<file path="src/rtl/uop_sequencer.sv">
// uop_sequencer
//   Microprogram store and sequencer for the curve arithmetic datapath.
//   One writable micro-op RAM holds 2^SEL_W programs, each in a fixed slot of
//   2^(PC_W-SEL_W) words. A start pulse walks the selected slot and hands one
//   micro-op at a time to the executor over valid/ack, stopping on the RDY
//   opcode (done) or at the end of the slot (done + sticky err).
//
//   Optional feature: define UOP_SEQ_SKIP_EN to let the sequencer evaluate the
//   condition field itself and drop words whose condition is false.
//
// Ports
//   clk, rst                  clock, asynchronous active-high reset
//   wr_en, wr_addr, wr_data   RAM write port (honoured only while idle)
//   start, prog_sel           run request and program number (honoured only while idle)
//   uop_valid, uop_data       micro-op to executor
//   uop_ack, flags            executor accept and condition flags (sampled on ack)
//   busy, done, err           status: not idle / one-cycle completion / slot overrun
module uop_sequencer #(
    parameter int UOP_W  = 20,
    parameter int PC_W   = 6,
    parameter int SEL_W  = 2,
    parameter int OPC_W  = 4,
    parameter int EXEC_W = 2,
    parameter logic [OPC_W-1:0] OPCODE_RDY = 4'hF
) (
    input  logic             clk,
    input  logic             rst,
    input  logic             wr_en,
    input  logic [PC_W-1:0]  wr_addr,
    input  logic [UOP_W-1:0] wr_data,
    input  logic             start,
    input  logic [SEL_W-1:0] prog_sel,
    output logic             uop_valid,
    output logic [UOP_W-1:0] uop_data,
    input  logic             uop_ack,
    input  logic [1:0]       flags,
    output logic             busy,
    output logic             done,
    output logic             err
);
    localparam int OFF_W = PC_W - SEL_W;
    localparam int DEPTH = 2 ** PC_W;

    typedef enum logic [1:0] {S_IDLE, S_FETCH, S_ISSUE, S_DONE} state_t;

    state_t           state_q, state_d;
    logic [PC_W-1:0]  pc_q, pc_d;
    logic [1:0]       flags_q, flags_d;
    logic             err_q, err_d;
    logic [UOP_W-1:0] uop_q, uop_d;
    logic [UOP_W-1:0] rd_q, rd_d;
    logic [UOP_W-1:0] mem [DEPTH];

    logic             wr_ok;
    logic             slot_end;
    logic             is_rdy;
    logic             cond_ok;
    logic [UOP_W-1:0] issue_word;

    assign wr_ok    = wr_en && (state_q == S_IDLE);
    assign slot_end = &pc_q[OFF_W-1:0];
    assign is_rdy   = (rd_q[UOP_W-1 -: OPC_W] == OPCODE_RDY);

`ifdef UOP_SEQ_SKIP_EN
    logic [EXEC_W-1:0] cond;
    assign cond = rd_q[EXEC_W-1:0];

    always_comb begin
        cond_ok = 1'b1;
        if (cond == EXEC_W'(1))      cond_ok = flags_q[0];
        else if (cond == EXEC_W'(2)) cond_ok = !flags_q[0];
        else if (cond == EXEC_W'(3)) cond_ok = flags_q[1];
    end

    // The condition has already been resolved here, so the executor sees "always".
    assign issue_word = {rd_q[UOP_W-1:EXEC_W], {EXEC_W{1'b0}}};
`else
    // Executor resolves conditions itself; flags_q is kept for observability only.
    logic unused_flags;
    assign unused_flags = ^flags_q;
    assign cond_ok      = 1'b1;
    assign issue_word   = rd_q;
`endif

    always_comb begin
        state_d = state_q;
        pc_d    = pc_q;
        flags_d = flags_q;
        err_d   = err_q;
        uop_d   = uop_q;
        case (state_q)
            S_IDLE: begin
                if (start) begin
                    pc_d    = {prog_sel, {OFF_W{1'b0}}};
                    err_d   = 1'b0;
                    flags_d = 2'b00;
                    state_d = S_FETCH;
                end
            end
            S_FETCH: begin
                if (is_rdy) begin
                    state_d = S_DONE;
                end else if (!cond_ok) begin
                    // Skipped word: stay in FETCH and read the next one.
                    pc_d = pc_q + PC_W'(1);
                    if (slot_end) begin
                        err_d   = 1'b1;
                        state_d = S_DONE;
                    end
                end else begin
                    uop_d   = issue_word;
                    state_d = S_ISSUE;
                end
            end
            S_ISSUE: begin
                if (uop_ack) begin
                    flags_d = flags;
                    pc_d    = pc_q + PC_W'(1);
                    if (slot_end) begin
                        err_d   = 1'b1;
                        state_d = S_DONE;
                    end else begin
                        state_d = S_FETCH;
                    end
                end
            end
            S_DONE:  state_d = S_IDLE;
            default: state_d = S_IDLE;
        endcase
    end

    // Read address follows pc_d so the word is waiting in rd_q during FETCH.
    // A write to the same address in the same cycle is forwarded (write-first),
    // which is what lets wr_en+start land the write before the first fetch.
    always_comb begin
        rd_d = mem[pc_d];
        if (wr_ok && (wr_addr == pc_d)) rd_d = wr_data;
    end

    always_ff @(posedge clk) begin
        if (wr_ok) mem[wr_addr] <= wr_data;
    end

    always_ff @(posedge clk or posedge rst) begin
        if (rst) begin
            state_q <= S_IDLE;
            pc_q    <= '0;
            flags_q <= 2'b00;
            err_q   <= 1'b0;
            uop_q   <= '0;
            rd_q    <= '0;
        end else begin
            state_q <= state_d;
            pc_q    <= pc_d;
            flags_q <= flags_d;
            err_q   <= err_d;
            uop_q   <= uop_d;
            rd_q    <= rd_d;
        end
    end

    assign uop_valid = (state_q == S_ISSUE);
    assign uop_data  = uop_q;
    assign busy      = (state_q != S_IDLE);
    assign done      = (state_q == S_DONE);
    assign err       = err_q;
endmodule
</file>
<file path="config.mk">
export PLATFORM = sky130hd
export DESIGN_NAME = uop_sequencer
export DESIGN_NICKNAME = d
export VERILOG_FILES = /design/src/rtl/uop_sequencer.sv
export SDC_FILE = /design/constraint.sdc
export NUM_CORES = 2
export LEC_CHECK = 0
export BUFFER_PORTS_ARGS = -buffer_cell sky130_fd_sc_hd__buf_4
export CAP_MARGIN = 20
export CELL_PAD_IN_SITES_DETAIL_PLACEMENT = 1
export CELL_PAD_IN_SITES_GLOBAL_PLACEMENT = 1
export CORE_ASPECT_RATIO = 0.9
export CORE_MARGIN = 2
export CORE_UTILIZATION = 33
export DETAILED_ROUTE_END_ITERATION = 8
export HOLD_SLACK_MARGIN = 0.06
export PLACE_DENSITY = 0.56
export SETUP_SLACK_MARGIN = 0.4
export SLEW_MARGIN = 20
export SYNTH_ARGS = -nofsm -noshare
export SYNTH_HDL_FRONTEND = slang
export SYNTH_SLANG_ARGS = --single-unit
</file>
<file path="constraint.sdc">
create_clock -name clk -period 2.6 [get_ports clk]
set_input_delay 0.52 -clock clk [delete_from_list [all_inputs] [get_ports clk]]
set_output_delay 0.52 -clock clk [all_outputs]
set_load 0.01 [all_outputs]
</file>
==> impl_metrics.ini <==
[worst_hold_path]
holdCritPathClass = in -> reg
whs_path_depth = 1

[cts]
clock_path_buffers = 3
clkTransAtPathRegs_ns = 0.06
clock_sinks = 1329
cts_tree = done
clock_latency_ns = 0.79
cts_made_buffers = 146
htreeDepth = 4
root_buffer = clkbuf_16

[floorplanning]
die_area_mm2 = 0.164
die_h_um = 384
io_pins = 59
core-area_mm2 = 0.160
rows = 139
initial_core_util_pct = 33.2
die_w_um = 427

[worst_setup_path]
cp.arrival_ns = 3.91
reg2reg_depth = 14
end_kind = register
startpoint_type = register
cp.required_ns = 3.25
critPathKind = reg -> reg
crit_path_cell_trace = ha_4, and4b_2, a211oi_4, buf_6, inv_16, buf_12, buf_12, buf_6, nand2_1, and3_1, a311oi_2, a311oi_1, or3_4, o211ai_1
critPathMaxStageDelay_ns = 0.56
path_max_fanout = 17
cpMaxStageDelayCell = a311oi_1

[synth]
synthDistinctLibCells = 65
yosysWarningCount = 0
synth_fp_nets = 3856
syn_area_per_cell_um2 = 13.9
ys_ff_latch = 1329
synthFlopType = edfxtp_1
ys_seq_area_share_pct = 74.8
async_flop_share_pct = 3.69
syn_area_mm2 = 0.0531
synth_edf_count = 1280
syn_inst = 3820

[timing]
slew_violations = 0
fin_crit_sh_pct = 125
rsz0062_at_grt = yes
tns_ns = -11.42
worstMarginPinSlew_ns = 0.947
fmax_ghz = 0.307
finalHoldViolCount = 0
setup_viol = 20
fin_skew_ns = 0.0265
slew-limit-headroom_pct = 36.8
min_period_ns = 3.26
final.setup.worst_slack_ns = -0.657

[detailed_routing]
drt_iter0_markers = 3192
finalWirelength_mm = 189
drcViolationCount = 0
ant_nets = 0
vias = 36300
via_per_inst = 5.47
post_drt_wl_per_cell_um = 28.5
first_pass_iters = 5

[power_and_ir_drop]
p_switching_mw = 24.7
p_sw_share_pct = 34.2
ir_drop_v = 0.000792
p_int_mw = 47.6
p_per_area_mw_per_mm2 = 1030
pwr-share-clk_pct = 28.2
leakage_nw = 24.2
combPwrFrac_pct = 38.2
p_seq_share_pct = 33.6

[final_layout]
seqCellArea_mm2 = 0.0397
syn_to_final_growth_pct = 31.9
drive_gt1_share_pct = 27.2
nNetsFinal = 4445
finalNonFillerCells = 6647
fill_cells = 16000
multiInputGateArea_mm2 = 0.0137

[global_routing]
grtUsageTotal_pct = 22.1
antenna_found_initial = 9
grt_max_degree = 66
grt_pass1_vias = 36500
grt-ovfl-total = 0
grt_pass1_wl_mm = 264

[outcome]
violations = setup timing
status = finished with violations

[place]
dpl.cell_count = 6222
place_congestion = 0.941
io_buffers = 56
dp_hpwl_mm = 108

[flow_run]
maxCapViolCount = 0
-- power by group through the flow --
stage               logic, mW  clock network, mW  registers, mW
floorplan                11.3                  0           24.7
global placement         22.3                  0           24.8
detailed placement       22.6                  0           24.8
CTS                      25.7               20.8           24.4
global route             29.1               21.5           24.4
finish                   27.6               20.4           24.3
-- per-stage QoR --
step / utilization (%) / setup WS (ns) / instance area (um2) / power, mW / hold slack [ns]
5_1_grt: 43.8 / -0.735 / 70000 / 75.0 / 0.185
3_3_place_gp: 38.2 / -0.966 / 61000 / 47.1 / 0.493
4_1_cts: 42.6 / -0.620 / 68100 / 70.8 / 0.153
2_1_floorplan: - / -0.148 / 53700 / 35.9 / 0.456
3_5_place_dp: 38.2 / -0.927 / 61000 / 47.4 / 0.496
6_report: 43.8 / -0.657 / 70000 / 72.4 / 0.185
-- kinds of logic after synthesis --
| family | Yosys count | share of synthesized area (%) |
|---|---|---|
| adder cells (fa/ha/maj) | 1 | 0.0236 |
| AND/OR/NAND/NOR | 1502 | 12.5 |
| XOR/XNOR | 4 | 0.0660 |
| flip-flops | 1329 | 74.8 |
| AO/OA/AOI/OAI | 584 | 8.63 |
| multiplexers | 83 | 1.62 |
| buffers and inverters | 317 | 2.40 |
-- registers in the layout, indices dropped and copies added, names as in the netlist --
register    flops
mem          1280
issue_word     20
uop_data       20
pc_q            6
state_q         2
err             1
-- critical path: cells and delay by family, from the launching register on --
family,cells,cell delay [ns]
DFF,1,0.42
and+or+nand+nor,4,0.74
AOI/OAI and AO/OA,4,0.99
adders and majority gates,1,0.23
buffers and inverters,5,0.73
-- synthesized netlist by cell type (all sizes together) (5+ instances only) --
library cell | count | area [um2]
o211a | 18 | 180
nand2 | 921 | 3460
nand3 | 245 | 1230
nor2 | 96 | 368
a31oi | 62 | 388
a32oi | 39 | 342
a2111oi | 25 | 219
edfxtp | 1280 | 38400
or3 | 23 | 144
mux2i | 61 | 611
nor3 | 5 | 25.0
a311oi | 188 | 1650
a22oi | 19 | 143
inv | 34 | 128
buf | 84 | 400
dfrtp | 49 | 1230
and3 | 160 | 1000
or4 | 21 | 158
o21ai | 30 | 150
o211ai | 22 | 165
mux2 | 22 | 248
a211oi | 140 | 1070
clkbuf | 199 | 747
nand4 | 6 | 37.5
a21oi | 19 | 95.1
-- worst paths after layout --
path | start | end | slack (ns)
worst max register to register | pc_q[1]$_DFF_PP0_ | issue_word[12]$_DFF_PP0_ | -0.66
min in group asynchronous | rst | uop_data[9]$_DFFE_PP0P_ | 0.34
worst min-delay path | wr_data[13] | mem[54][13]$_DFFE_PP_ | 0.19
max in group asynchronous | rst | pc_q[1]$_DFF_PP0_ | 1.96
worst max-delay path | pc_q[1]$_DFF_PP0_ | issue_word[12]$_DFF_PP0_ | -0.66
worst min register to register | uop_data[9]$_DFFE_PP0P_ | uop_data[9]$_DFFE_PP0P_ | 0.51
-- metal layers --
| metal | up-vias | wire length, um | GRT usage, % | part of all wire, % |
|---|---|---|---|---|
| met5 | - | 13 | 0 | 0.0069 |
| met4 | 2 | 5620 | 7.26 | 3.0 |
| met3 | 255 | 10600 | 2.70 | 5.6 |
| met2 | 1026 | 87800 | 34.5 | 46 |
| met1 | 19200 | 85100 | 31.8 | 45 |
| li1 | 15900 | - | - | - |
-- cells in the final DEF (no fill, tap or decap), types with 70 or more instances in the layout --
cell type  Yosys  final
a211oi_1     138     70
nand2_1      919    905
buf_12         0    155
edfxtp_1    1280   1280
buf_4          5    391
clkbuf_16      0    186
buf_6          0     84
nand3_1      245    242
a311oi_1     188    155
and3_1       160    155
-- final cells by class --
cell class	instances	area share, %
Timing Repair inverter	2	0.0286
Antenna cell	6	0.0215
Sequential cell	1329	56.7
Tap cell	2115	3.78
Clock buffer	184	5.61
Clock inverter	81	0.990
Timing Repair Buffer	722	13.0
Multi-Input combinational cell	2174	19.6
Inverter	34	0.252
-- repair_timing --
item,in CTS,in global routing
setup buffers,60,30
pin swaps,74,80
hold buffers,1,0
gates resized for setup,268,171
setup endpoints to repair,1302,1303
gates cloned,24,39
endpoints found under the hold margin,49,0
(Power assumes the default switching activity.)
